**src/rtl/seg7_scan_reader.sv**
```systemverilog
// seg7_scan_reader
// Reads back a multiplexed, active-low 7-segment display bus. Each digit
// slot is sampled, must stay stable for STABLE_CYCLES samples, and is then
// inverse-decoded to a hex nibble. Once every digit has been seen, the
// assembled frame is offered through a valid/ready handshake.
//
// Ports:
//   clk_i          system clock, rising edge
//   rst_ni         asynchronous active-low reset
//   seg_i[6:0]     segment bus, active-low, bit6..0 = g,f,e,d,c,b,a
//   an_i[DIGITS-1:0] anode enables, active-low, an_i[i] selects digit i
//   frame_ready_i  consumer accepts the presented frame
//   frame_o        digit i nibble at [4i+3:4i]
//   blank_o        digit i was a blank pattern
//   frame_valid_o  frame_o/blank_o hold a complete frame
//   code_err_o     one-cycle pulse: stable but undecodable pattern
//   err_clr_i      (SEG7_SCAN_ERRCNT_EN only) clears err_count_o
//   err_count_o    (SEG7_SCAN_ERRCNT_EN only) saturating code_err_o count
//
// Optional feature macro: SEG7_SCAN_ERRCNT_EN (undefined by default).
module seg7_scan_reader #(
    parameter int DIGITS        = 4,
    parameter int STABLE_CYCLES = 4,
    parameter int CNT_W         = 8
) (
    input  logic                  clk_i,
    input  logic                  rst_ni,
    input  logic [6:0]            seg_i,
    input  logic [DIGITS-1:0]     an_i,
    input  logic                  frame_ready_i,
    output logic [4*DIGITS-1:0]   frame_o,
    output logic [DIGITS-1:0]     blank_o,
    output logic                  frame_valid_o,
`ifdef SEG7_SCAN_ERRCNT_EN
    input  logic                  err_clr_i,
    output logic [7:0]            err_count_o,
`endif
    output logic                  code_err_o
);

    typedef enum logic {COLLECT, PRESENT} state_t;

    localparam logic [CNT_W-1:0] STABLE = CNT_W'(STABLE_CYCLES);

    state_t              state, state_n;
    logic [6:0]          seg_q;
    logic [DIGITS-1:0]   an_q;
    logic [DIGITS+6:0]   prev_q;
    logic [CNT_W-1:0]    cnt, cnt_n;
    logic [DIGITS-1:0]   seen, seen_n;
    logic [DIGITS-1:0]   sel;
    logic [5:0]          dec;
    logic                sample_valid;
    logic                same;
    logic                commit;
    logic                commit_ok;
    logic                commit_bad;
    logic                wr_en;

    // True when exactly one anode line is low.
    function automatic logic one_low(input logic [DIGITS-1:0] an);
        int n;
        n = 0;
        for (int i = 0; i < DIGITS; i++)
            if (!an[i]) n = n + 1;
        return (n == 1);
    endfunction

    // Returns {decodable, blank, nibble}.
    function automatic logic [5:0] decode(input logic [6:0] s);
        case (s)
            7'b1000000: decode = {2'b10, 4'h0};
            7'b1111001: decode = {2'b10, 4'h1};
            7'b0100100: decode = {2'b10, 4'h2};
            7'b0110000: decode = {2'b10, 4'h3};
            7'b0011001: decode = {2'b10, 4'h4};
            7'b0010010: decode = {2'b10, 4'h5};
            7'b0000010: decode = {2'b10, 4'h6};
            7'b1111000: decode = {2'b10, 4'h7};
            7'b0000000: decode = {2'b10, 4'h8};
            7'b0011000: decode = {2'b10, 4'h9};
            7'b0001000: decode = {2'b10, 4'hA};
            7'b0000011: decode = {2'b10, 4'hB};
            7'b1000110: decode = {2'b10, 4'hC};
            7'b0100001: decode = {2'b10, 4'hD};
            7'b0000110: decode = {2'b10, 4'hE};
            7'b0001110: decode = {2'b10, 4'hF};
            7'b1111111: decode = {2'b11, 4'h0};
            default:    decode = 6'b000000;
        endcase
    endfunction

    assign sample_valid = one_low(an_q);
    assign same         = ({an_q, seg_q} == prev_q);
    assign sel          = ~an_q;
    assign dec          = decode(seg_q);

    // Dwell counter: restarts on any change so a pattern sampled first at
    // edge k reaches STABLE at edge k+STABLE_CYCLES.
    always_comb begin
        cnt_n = '0;
        if (sample_valid) begin
            if (same)
                cnt_n = (cnt == STABLE) ? cnt : cnt + 1'b1;
            else
                cnt_n = CNT_W'(1);
        end
    end

    // Commit only on the transition into STABLE; saturation blocks re-commits.
    assign commit     = sample_valid && (cnt_n == STABLE) && (cnt != STABLE);
    assign commit_ok  = commit && dec[5];
    assign commit_bad = commit && !dec[5];

    always_comb begin
        state_n = state;
        seen_n  = seen;
        wr_en   = 1'b0;
        case (state)
            COLLECT: begin
                if (commit_ok) begin
                    wr_en  = 1'b1;
                    seen_n = seen | sel;
                    if (&seen_n) state_n = PRESENT;
                end
            end
            PRESENT: begin
                // A commit on the accepting edge starts the next frame.
                if (frame_ready_i) begin
                    wr_en   = commit_ok;
                    seen_n  = commit_ok ? sel : '0;
                    state_n = (&seen_n) ? PRESENT : COLLECT;
                end
            end
            default: state_n = COLLECT;
        endcase
    end

    always_ff @(posedge clk_i or negedge rst_ni) begin
        if (!rst_ni) state <= COLLECT;
        else         state <= state_n;
    end

    assign frame_valid_o = (state == PRESENT);

    always_ff @(posedge clk_i or negedge rst_ni) begin
        if (!rst_ni) begin
            seg_q      <= '1;
            an_q       <= '1;
            prev_q     <= '1;
            cnt        <= '0;
            seen       <= '0;
            frame_o    <= '0;
            blank_o    <= '0;
            code_err_o <= 1'b0;
        end else begin
            seg_q      <= seg_i;
            an_q       <= an_i;
            prev_q     <= {an_q, seg_q};
            cnt        <= cnt_n;
            seen       <= seen_n;
            code_err_o <= commit_bad;
            if (wr_en) begin
                for (int i = 0; i < DIGITS; i++) begin
                    if (sel[i]) begin
                        frame_o[4*i +: 4] <= dec[3:0];
                        blank_o[i]        <= dec[4];
                    end
                end
            end
        end
    end

`ifdef SEG7_SCAN_ERRCNT_EN
    always_ff @(posedge clk_i or negedge rst_ni) begin
        if (!rst_ni)
            err_count_o <= '0;
        else if (err_clr_i)
            err_count_o <= '0;
        else if (commit_bad && (err_count_o != 8'hFF))
            err_count_o <= err_count_o + 8'd1;
    end
`endif

endmodule

```
**config.mk**
```make
export PLATFORM = sky130hd
export DESIGN_NAME = seg7_scan_reader
export DESIGN_NICKNAME = d
export VERILOG_FILES = /design/src/rtl/seg7_scan_reader.sv
export SDC_FILE = /design/constraint.sdc
export NUM_CORES = 1
export LEC_CHECK = 0
export BUFFER_PORTS_ARGS = -buffer_cell sky130_fd_sc_hd__buf_2
export CORE_MARGIN = 1
export CORE_UTILIZATION = 35
export DETAILED_ROUTE_END_ITERATION = 10
export HOLD_SLACK_MARGIN = 0.1
export PLACE_DENSITY_LB_ADDON = 0.1
export SYNTH_ARGS = -nofsm -noshare
export SYNTH_HDL_FRONTEND = slang
export SYNTH_SLANG_ARGS = --single-unit
```
**constraint.sdc**
```tcl
create_clock -name clk_i -period 3 [get_ports clk_i]
set_input_delay 0.6 -clock clk_i [delete_from_list [all_inputs] [get_ports clk_i]]
set_output_delay 0.6 -clock clk_i [all_outputs]
set_load 0.005 [all_outputs]
```
Word-level counts from Yosys, hierarchy flattened
Cells that the tools add are included.
- flip-flop bits (word level): 56
- input port bits: 14
- output and inout bits: 22
- word-level logic and storage cells: 78
- $add $sub $neg: 4
- eq/ne operators: 23
- mux-type cells: 20
- bitwise gates (word level): 3
- reduce and logical (&&, ||, !) cells: 13
- operator list (kind ; number):
    case mux 6 bit (17 select lines) ; 1
    adder 32 x 2 -> 32 bit (second input constant) ; 3
    two-way mux 32 bit ; 3
    equality test 7 bit (second input constant) ; 5
    equality test 32 x 2 -> 1 bit (second input constant) ; 1
    two-way mux 8 bit ; 3
    equality test 7 x 5 -> 1 bit (second input constant) ; 3
    equality test 7 x 6 -> 1 bit (second input constant) ; 3
    equality test 8 x 3 -> 1 bit (second input constant) ; 2
    equality test 7 x 2 -> 1 bit (second input constant) ; 2
    equality test 7 x 4 -> 1 bit (second input constant) ; 2
    two-way mux 4 bit ; 3
    equality test 11 bit ; 1
    AND reduction 2 bit ; 5
    adder 8 x 1 -> 8 bit (second input constant) ; 1
    != test 8 x 3 -> 1 bit (second input constant) ; 1
    case mux 4 bit (2 select lines) ; 1
    AND reduction 4 bit ; 2
    equality test 7 x 3 -> 1 bit (second input constant) ; 1
    logical NOT 7 bit ; 1
    two-way mux 1 bit ; 7
    logical AND 1 bit ; 4
    != test 2 bit (second input constant) ; 2
    inverter 4 bit ; 1
    4 further kinds ; 5

Longest topological paths before layout
Gate-level depths: netlist (run 1).
- depth after elaboration: 18
- mapped depth: 11
- mapped depth without buffers: 11

Least setup slack after synthesis (run 1)
OpenSTA, ideal clock, no wires.
- path kind: register to register
- start point: register an_q[0]
- end point: register frame_o[0]
- data arrival time: 3.048 ns
- path slack: -0.176 ns
- stages on the path, launching flop included: 11
- path buffers: 0
- path through: dfstp_2 > inv_1 > ha_1 > xnor2_1 > ha_1 > nor3b_1 > a31oi_1 > o32ai_1 > nand3_1 > nor4_4 > mux2_1
- cells in the longest elaborated chain, start to end: 16
- elaborated cells between the ends (all ways): 20
- those cells by class: add/sub: 3; eq/ne: 3; mux: 9; bitwise: 1; reduce/logical: 4
- ends and longest elaborated chain (element ; RTL line ; RTL):
    start: declaration ; 47 ; logic [DIGITS-1:0] an_q;
    start signal: assignment ; 158 ; an_q <= an_i;
    two-way mux 1 bit ; 65 ; if (!an[i]) n = n + 1;
    adder 32 x 2 -> 32 bit ; 65 ;
    two-way mux 32 bit ; 65 ;
    adder 32 x 2 -> 32 bit ; 65 ;
    two-way mux 32 bit ; 65 ;
    adder 32 x 2 -> 32 bit ; 65 ;
    two-way mux 32 bit ; 65 ;
    equality test 32 x 2 -> 1 bit ; 66 ; return (n == 1);
    two-way mux 8 bit ; 102 ; if (sample_valid) begin
    equality test 8 x 3 -> 1 bit ; 111 ; assign commit = sample_valid && (cnt_n == STABLE) && (cnt != STABLE);
    logical AND 1 bit (2 in a row) ; 111 ;
    logical AND 1 bit ; 112 ; assign commit_ok = commit && dec[5];
    two-way mux 1 bit (on tied branches) ; 129, 121 ;
    case mux 1 bit (2 select lines) ; 119 ; case (state)
    AND reduction 2 bit (no line) * ; -- ;
    end signal: indexed assignment ; 166 ; frame_o[4*i +: 4] <= dec[3:0];
    end: declaration ; 31 ; output logic [4*DIGITS-1:0] frame_o,
Mark *: on every way between the ends. The rest lies on a longest branch, timed or not.
A chain may end at the register's enable or synchronous reset.

Worst setup path in the final report (run 1)
- start point: register an_q[0]
- end point: register frame_o[4]
- cells in the longest elaborated chain, start to end: 16
- elaborated cells between the ends (all ways): 19
- those cells by class: add/sub: 3; eq/ne: 3; mux: 9; reduce/logical: 4
- ends and longest elaborated chain (element ; RTL line):
    two-way mux 1 bit ; 65
    adder 32 x 2 -> 32 bit ; 65
    two-way mux 32 bit ; 65
    adder 32 x 2 -> 32 bit ; 65
    two-way mux 32 bit ; 65
    adder 32 x 2 -> 32 bit ; 65
    two-way mux 32 bit ; 65
    equality test 32 x 2 -> 1 bit ; 66
    two-way mux 8 bit ; 102
    equality test 8 x 3 -> 1 bit ; 111
    logical AND 1 bit * (2 in a row) ; 111
    logical AND 1 bit * ; 112
    two-way mux 1 bit (on tied branches) ; 129, 121
    case mux 1 bit (2 select lines) * ; 119
    AND reduction 2 bit (no line) * ; --
Marked as above.

==> results of run 1 <==
[cells in the final DEF, fill, tap and decap left out, drive strengths merged, types with 11 or more instances in the layout]
cell type	count
dfrtp	34
nor2	12
dfstp	22
inv	11
nand2	26
mux2	16
xnor2	15
buf	57
[where the power goes]
| part | internal, mW | switching (mW) |
|---|---|---|
| combinational | 0.0717 | 0.0788 |
| clock | 0.267 | 0.242 |
| sequential | 0.784 | 0.0227 |
| total | 1.12 | 0.344 |
[layout make-up]
cell class / count / area, um2
flip-flops and latches: 56 / 1430
well taps: 102 / 128
clock buffers: 8 / 123
multi-input cells: 170 / 1350
repair buffers: 57 / 364
fillers: 773 / 4260
inverters: 11 / 41.3
[flip-flops by register name, summed over array words and instances (netlist names)]
register	count
cnt	8
blank_o	4
seg_q	7
an_q	4
code_err_o	1
prev_q	11
seen	4
frame_valid_o	1
frame_o	16
[routing by layer]
layer	wire (um)	global-route usage	vias to the layer above
met5	0	0	-
met2	2630	0.243	28
met4	81	0.0529	0
li1	-	-	984
met1	2820	0.208	968
met3	145	0.0244	7
[repair_timing]
item / CTS / global route
endpoints found under the setup margin: 18 / 21
setup buffers: 4 / 0
pin swaps: 1 / 4
hold endpoints to repair: 0 / 0
gates resized for setup: 8 / 8
[logic make-up after synthesis]
group,count (synthesis),share of synthesized area
compound gates,36,0.0875
xor+xnor,22,0.0698
fa+ha+maj,5,0.0227
buf+inv,21,0.0299
flops,56,0.518
mux,20,0.0798
simple gates,87,0.193
[metrics by stage]
stage | cells | util | setup WS (ns) | TNS, ns
2_1_floorplan | 247 | - | 0.0429 | 0
3_3_place_gp | 392 | 0.414 | -0.00507 | -0.00507
3_5_place_dp | 392 | 0.414 | -0.0576 | -0.278
4_1_cts | 404 | 0.440 | 0.0178 | 0
6_report | 404 | 0.446 | 0.161 | 0
5_1_grt | 404 | 0.446 | 0.0190 | 0
[worst max-delay path by stage]
stage                     cells after the start               from  slack, ns                       to
after global placement                       11  an_q[0]$_DFF_PN1_     -0.005  frame_valid_o$_DFF_PN0_
final                                        12  an_q[0]$_DFF_PN1_       0.16   frame_o[4]$_DFFE_PN0P_
after CTS                                    12  an_q[0]$_DFF_PN1_       0.02   blank_o[1]$_DFFE_PN0P_
after detailed placement                     11  an_q[0]$_DFF_PN1_      -0.06  frame_valid_o$_DFF_PN0_
after global routing                          8   cnt[0]$_DFF_PN0_       0.02   blank_o[0]$_DFFE_PN0P_
after floorplan                              10  an_q[0]$_DFF_PN1_       0.04   frame_o[0]$_DFFE_PN0P_
==> reports/results.tsv, run 1 <==
stage	metric	value	unit
detailed_routing	Routed Antenna Nets	0	
floorplanning	die outline area	8250	um2
logic_synthesis	synthesized netlist net count	266	
global_route	wire length of the first global-routing pass	10000	um
detailed_routing	total number of vias	1987	
final_layout	layout cell share with drive strength beyond 1	0.344	
floorplanning	number of rows created at floorplan	32	
global_route	antenna violations before repair	0	
logic_synthesis	Post-synth top flop	dfrtp_1	
floorplanning	chip height	90.8	um
placement	cell area after placement	3180	um2
timing	count of pins over their slew limit	0	
power_and_ir_drop	Power per Cell Area	428	nW/um2
worst_setup_path	slowest cell on the critical path	dfstp_2	
clock_network	TritonCTS clock tree	done	
power_and_ir_drop	maximum ir drop on the vdd rail	0.188	mV
clock_network	H-tree lvl count	2	
final_layout	Layout Area Growth over Synthesis	24.3	%
timing	Setup violations, final	0	
logic_synthesis	sequential fraction of the synthesis area	0.518	
placement	Post-DP HPWL	4140	um
detailed_routing	Starting DRT DRC Count	97	
logic_synthesis	share of flip-flops with an asynchronous set or reset after synthesis	1.00	
timing	worst relative slew slack	0.566	
worst_setup_path	RR Startpoint	an_q[0]$_DFF_PN1_	
timing	minimum clock period after layout	2.84	ns
final_layout	Design Area, Final	3430	um2
global_route	global-route usage over all layers	0.152	
worst_setup_path	cells along the critical path	inv_1, ha_4, xnor2_4, ha_4, xnor2_2, a31oi_1, o32ai_2, buf_4, nand3_4, nor4_4, buf_4, mux2_1	
timing	Worst Tran Pin Value	0.651	ns
floorplanning	initial standard-cell utilization of the core	0.359	
worst_setup_path	biggest cell delay along the critical path	0.54	ns
timing	unrepaired setup endpoints after global routing	false	
worst_setup_path	end of the worst register-to-register path	frame_o[4]$_DFFE_PN0P_	
worst_setup_path	class of the most critical setup path	reg2reg	
logic_synthesis	library cell with the largest summed area after synthesis	dfrtp_1	
worst_setup_path	Critical Path AT	3.04	ns
logic_synthesis	synth unique cells	48	
clock_network	root buf cell	clkbuf_8	
placement	gpl congestion	0.759	
clock_network	buffer depth of the longest clock path	2	
power_and_ir_drop	Total Power	1.47	mW
power_and_ir_drop	static leakage	1.53	nW
worst_setup_path	kind of start point of the critical path	flip-flop	
timing	fmax	0.352	GHz
worst_setup_path	nature of the critical path endpoint	flip-flop	
timing	final worst clock skew	0.0116	ns
clock_network	number of sinks handled by clock tree synthesis	56	
placement	number of port buffers	35	
logic_synthesis	leading post-synthesis cells by cell area	dfrtp_1 31%, dfstp_2 21%, mux2_1 6.5%, xnor2_1 4.8%, nand2_1 3.5%	
outcome	result of the run	complete, no violations	
logic_synthesis	Post-Synthesis Mean Instance Area	11.2	um2
global_route	GRT Residual Overflow	0	
timing	post-route clock period utilization	0.946	
logic_synthesis	FF+latch count, synth	56	
worst_setup_path	logic depth of the worst register-to-register path	12	
floorplanning	core area	7690	um2
floorplanning	Top Ports	36	
worst_setup_path	data required time of the worst path	3.20	ns
clock_network	hold bufs inserted after CTS	0	
worst_setup_path	combined buffer and inverter count along the critical path	3	
detailed_routing	DRT Wirelength	5670	um
logic_synthesis	post-synth design cell area	2760	um2
logic_synthesis	most frequent cell after synthesis	dfrtp_1	
logic_synthesis	Syn Inst Count	247	
clock_network	clock insertion delay at the later pin of the skew report	0.31	ns
worst_setup_path	largest delay contributor family on the critical path	flip-flops	
final_layout	post-layout net count	320	
detailed_routing	Routed WL per cell	14.0	um
global_route	vias in the first global route	2034	
logic_synthesis	synth cell count leaders	34 x dfrtp_1, 26 x nand2_1, 22 x dfstp_2	
timing	final hold vios	0	
floorplanning	Die X	90.8	um
logic_synthesis	area share of the largest cell type after synthesis	0.308	
logic_synthesis	Warnings, synthesis	0	
hold_path	class of the worst hold path	in2async	
logic_synthesis	number of synthesized flops with an enable pin	0	
detailed_routing	DRC violations left	0	
worst_setup_path	largest fanout on the critical path	5	
detailed_routing	mean number of vias per cell	4.92	
clock_network	clock-pin slew on the worst setup and hold paths	0.10	ns
global_route	pin count of the biggest net entering global routing	30	
detailed_routing	Pre-Repair DR Iteration Count	4	
flow_run	number of maximum-capacitance violations	0	
worst_setup_path	R2R setup slack	0.16	ns
timing	final-layout worst hold slack	0.303	ns
clock_network	TritonCTS Buffers	5	
final_layout	diodes inserted	0	
(Power assumes the default switching activity.)
==> run 2: changes to the inputs <==
--- a/config.mk
+++ b/config.mk
@@ -5,9 +5,11 @@
 export SDC_FILE = /design/constraint.sdc
 export NUM_CORES = 1
 export LEC_CHECK = 0
+export ABC_AREA = 1
 export BUFFER_PORTS_ARGS = -buffer_cell sky130_fd_sc_hd__buf_2
 export CORE_MARGIN = 1
 export CORE_UTILIZATION = 35
+export CTS_BUF_LIST = sky130_fd_sc_hd__clkbuf_4 sky130_fd_sc_hd__clkbuf_8
 export DETAILED_ROUTE_END_ITERATION = 10
 export HOLD_SLACK_MARGIN = 0.1
 export PLACE_DENSITY_LB_ADDON = 0.1
==> run 2 against run 1 <==
Hold slack better by 0.076 ns. Maximum frequency down 1.5%. Die area up 7.0%. Utilization down 1.4 points. Clock power down 18%. Area after synthesis up 7.2%. Largest cell class unchanged.
==> reports/results.tsv, run 2 <==
stage	metric	value	unit	change
detailed_routing	Routed WL per cell	12.2	um	was 14.0 um
logic_synthesis	sequential fraction of the synthesis area	0.483		was 0.518
timing	fmax	0.347	GHz	was 0.352 GHz
detailed_routing	DRT Wirelength	6270	um	was 5670 um
timing	least setup slack across all paths after layout	0.118	ns	was 0.161 ns
global_route	global-route usage over all layers	0.152		about the same
global_route	GRT Max-Usage Layer	met2		unchanged
worst_setup_path	largest fanout on the critical path	6		was 5
worst_setup_path	kind of start point of the critical path	flip-flop		unchanged
final_layout	most used cells in the layout excluding fill and tap cells	93 x nand2_1, 43 x nor2_1, 35 x inv_1, 35 x buf_2, 34 x dfrtp_1		was 35 x buf_2, 34 x dfrtp_1, 26 x nand2_1
power_and_ir_drop	Power per Cell Area	388	nW/um2	was 428 nW/um2
logic_synthesis	synthesized netlist net count	374		was 266
global_route	antenna violations before repair	0		unchanged
hold_path	class of the worst hold path	in2reg		was in2async
timing	final worst clock skew	0.0134	ns	was 0.0116 ns
global_route	wire length of the first global-routing pass	10300	um	was 10000 um
worst_setup_path	slowest cell on the critical path	dfstp_2		unchanged
worst_setup_path	biggest cell delay along the critical path	0.56	ns	was 0.54 ns
logic_synthesis	most frequent cell after synthesis	nand2_1		was dfrtp_1
global_route	met2 track demand over resource	0.229		was 0.243
placement	cell area after placement	3290	um2	was 3180 um2
floorplanning	die outline area	8820	um2	was 8250 um2
logic_synthesis	leading post-synthesis cells by cell area	dfrtp_1 29%, dfstp_2 20%, nand2_1 13%, nand4_1 6.3%, nor2_1 5.5%		was dfrtp_1 31%, dfstp_2 21%, mux2_1 6.5%, xnor2_1 4.8%, nand2_1 3.5%
worst_setup_path	cells along the critical path	inv_2, ha_4, inv_2, nand2_2, nand2_2, inv_2, ha_4, or2_1, a21oi_2, nor2_4, nor2_8, nand4_4, nor2_4, nand2_4, nor2_8, buf_4, nand4_1, nand2_1		was inv_1, ha_4, xnor2_4, ha_4, xnor2_2, a31oi_1, o32ai_2, buf_4, nand3_4, nor4_4, buf_4, mux2_1
final_layout	Layout Area Growth over Synthesis	20.1	%	was 24.3%
logic_synthesis	FF+latch count, synth	56		unchanged
global_route	met1 global-route usage	0.216		was 0.208
detailed_routing	mean number of vias per cell	4.70		was 4.92
logic_synthesis	share of flip-flops with an asynchronous set or reset after synthesis	1.00		unchanged
timing	unrepaired setup endpoints after global routing	true		was false
timing	minimum clock period after layout	2.88	ns	was 2.84 ns
clock_network	TritonCTS clock tree	done		unchanged
final_layout	sequential cell area in the final layout	1430	um2	unchanged
final_layout	number of cells in the finished layout apart from fillers	514		was 404
global_route	met3 routing resource usage after global routing	0.0275		was 0.0244
placement	gpl congestion	0.869		was 0.759
logic_synthesis	synth cell count leaders	101 x nand2_1, 43 x nor2_1, 37 x inv_1		was 34 x dfrtp_1, 26 x nand2_1, 22 x dfstp_2
final_layout	biggest regs	frame_o x16, prev_q x11, cnt x8		unchanged
final_layout	number of flip-flops under the largest register name	16		unchanged
worst_setup_path	Critical Path AT	3.14	ns	was 3.04 ns
detailed_routing	DRC violations left	0		unchanged
clock_network	H-tree lvl count	2		unchanged
global_route	GRT Residual Overflow	0		unchanged
final_layout	diodes inserted	0		unchanged
floorplanning	Top Ports	36		unchanged
clock_network	clock insertion delay at the later pin of the skew report	0.31	ns	about the same
clock_network	buffer depth of the longest clock path	2		unchanged
detailed_routing	Routed Antenna Nets	0		unchanged
logic_synthesis	area share of the largest cell type after synthesis	0.288		was 0.308
worst_setup_path	data required time of the worst path	3.26	ns	was 3.20 ns
logic_synthesis	library cell with the largest summed area after synthesis	dfrtp_1		unchanged
detailed_routing	Pre-Repair DR Iteration Count	4		unchanged
clock_network	TritonCTS Buffers	5		unchanged
logic_synthesis	Warnings, synthesis	0		unchanged
timing	final hold vios	0		unchanged
logic_synthesis	Post-Synthesis Mean Instance Area	8.33	um2	was 11.2 um2
worst_setup_path	class of the most critical setup path	reg2reg		unchanged
clock_network	hold bufs inserted after CTS	0		unchanged
global_route	vias in the first global route	2183		was 2034
floorplanning	core area	8220	um2	was 7690 um2
timing	Setup violations, final	0		unchanged
final_layout	layout cell share with drive strength beyond 1	0.303		was 0.344
final_layout	number of filler cells placed in the layout	832		was 773
timing	worst relative slew slack	0.376		was 0.566
final_layout	Design Area, Final	3550	um2	was 3430 um2
flow_run	number of maximum-capacitance violations	0		unchanged
clock_network	number of sinks handled by clock tree synthesis	56		unchanged
timing	Worst Tran Pin Value	0.937	ns	was 0.651 ns
worst_setup_path	nature of the critical path endpoint	flip-flop		unchanged
placement	worst slack after detailed placement	-0.0545	ns	was -0.0576 ns
global_route	pin count of the biggest net entering global routing	42		was 30
power_and_ir_drop	maximum ir drop on the vdd rail	0.174	mV	was 0.188 mV
final_layout	register with the highest flop count	frame_o		unchanged
clock_network	root buf cell	clkbuf_8		unchanged
floorplanning	Die X	93.9	um	was 90.8 um
floorplanning	chip height	93.9	um	was 90.8 um
placement	Cells after DPL	499		was 392
worst_setup_path	Worst path most repeated cell	inv_2		
logic_synthesis	synth unique cells	34		was 48
placement	number of port buffers	35		unchanged
logic_synthesis	Post-synth top flop	dfrtp_1		unchanged
power_and_ir_drop	Total Power	1.38	mW	was 1.47 mW
outcome	result of the run	complete, no violations		unchanged
floorplanning	number of rows created at floorplan	33		was 32
logic_synthesis	Syn Inst Count	355		was 247
placement	Post-DP HPWL	4530	um	was 4140 um
final_layout	area occupied by multi-input gates	1430	um2	was 1350 um2
timing	count of pins over their slew limit	0		unchanged
floorplanning	initial standard-cell utilization of the core	0.360		was 0.359
logic_synthesis	number of synthesized flops with an enable pin	0		unchanged
detailed_routing	Starting DRT DRC Count	78		was 97
clock_network	clock-pin slew on the worst setup and hold paths	0.11	ns	was 0.10 ns
detailed_routing	total number of vias	2417		was 1987
logic_synthesis	post-synth design cell area	2960	um2	was 2760 um2
final_layout	post-layout net count	427		was 320
final_layout	most frequent standard cell in the layout excluding fill and tap cells	nand2_1		was buf_2
timing	post-route clock period utilization	0.961		was 0.946
power_and_ir_drop	static leakage	1.84	nW	was 1.53 nW
==> run 2: cell count changes after synthesis, sizes merged, moves of 7 or more <==
cell and delta:
mux2 -16, nand4 +26, inv +31, nand3 +23, xnor2 -14, nor2 +38, o21ai -7, nand2 +77
nor4 -8
==> run 2: logic make-up (layout without fill, tap and decap cells) <==
group | Yosys count | in the layout | share of synthesized area
fa+ha+maj | 5 | 5 | 0.0212
flops | 56 | 56 | 0.483
simple gates | 224 | 226 | 0.370
compound gates | 8 | 8 | 0.0186
buf+inv | 52 | 104 | 0.0778
xor+xnor | 10 | 10 | 0.0296
==> run 2: power by group <==
group,leakage (nW),switching [mW],total [mW],internal [mW]
Sequential,0.706,0.0185,0.803,0.784
Clock,0.0404,0.253,0.419,0.166
Combinational,1.10,0.0981,0.156,0.0583
Total,1.84,0.369,1.38,1.01
==> run 2: path summary, 6_finish.rpt <==
| kind | startpoint | endpoint | slack (ns) | depth (start not counted) |
|---|---|---|---|---|
| max | an_q[1]$_DFF_PN1_ | frame_o[13]$_DFFE_PN0P_ | 0.12 | 18 |
| min | seg_i[1] | seg_q[1]$_DFF_PN1_ | 0.38 | 1 |
| max reg2reg | an_q[1]$_DFF_PN1_ | frame_o[13]$_DFFE_PN0P_ | 0.12 | 18 |
| min reg2reg | seg_q[5]$_DFF_PN1_ | prev_q[5]$_DFF_PN1_ | 0.40 | 0 |
| max in group asynchronous | rst_ni | seg_q[5]$_DFF_PN1_ | 1.80 | 2 |
| min in group asynchronous | rst_ni | cnt[5]$_DFF_PN0_ | 0.42 | 1 |
==> run 2: through the flow <==
step	setup TNS [ns]	hold slack [ns]	util
after global placement	0	0.389	0.400
after detailed placement	-0.758	0.391	0.400
after floorplan	0	0.304	-
final	0	0.379	0.432
after global routing	-0.102	0.354	0.432
after CTS	0	0.361	0.413
==> run 2: repair_timing <==
| item | 4_1_cts | 5_1_grt |
|---|---|---|
| resized for setup | 0 | 23 |
| setup endpoints to repair | 20 | 25 |
| pin swaps | 1 | 14 |
| cloned | 1 | 1 |
| setup buffers | 0 | 5 |
==> run 2: cell type report <==
| type | instances | share of cell area |
|---|---|---|
| Sequential cell | 56 | 0.402 |
| Timing Repair Buffer | 52 | 0.0863 |
| Inverter | 44 | 0.0472 |
| Clock buffer | 5 | 0.0194 |
| Tap cell | 105 | 0.0370 |
| Clock inverter | 3 | 0.00669 |
| Multi-Input combinational cell | 249 | 0.401 |
==> run 2: critical path: cells and delay by family, from the launching register on <==
family	cells	cell delay, ns
AND/OR/NAND/NOR	11	1.35
flip-flops	1	0.56
adder cells (fa/ha/maj)	2	0.45
buffers and inverters	4	0.30
AO/OA/AOI/OAI	1	0.16
==> run 2: layer usage <==
layer	up-vias	wire length [um]
met2	49	2760
met1	1108	3210
met3	9	199
met5	-	0
met4	0	90
li1	1251	-
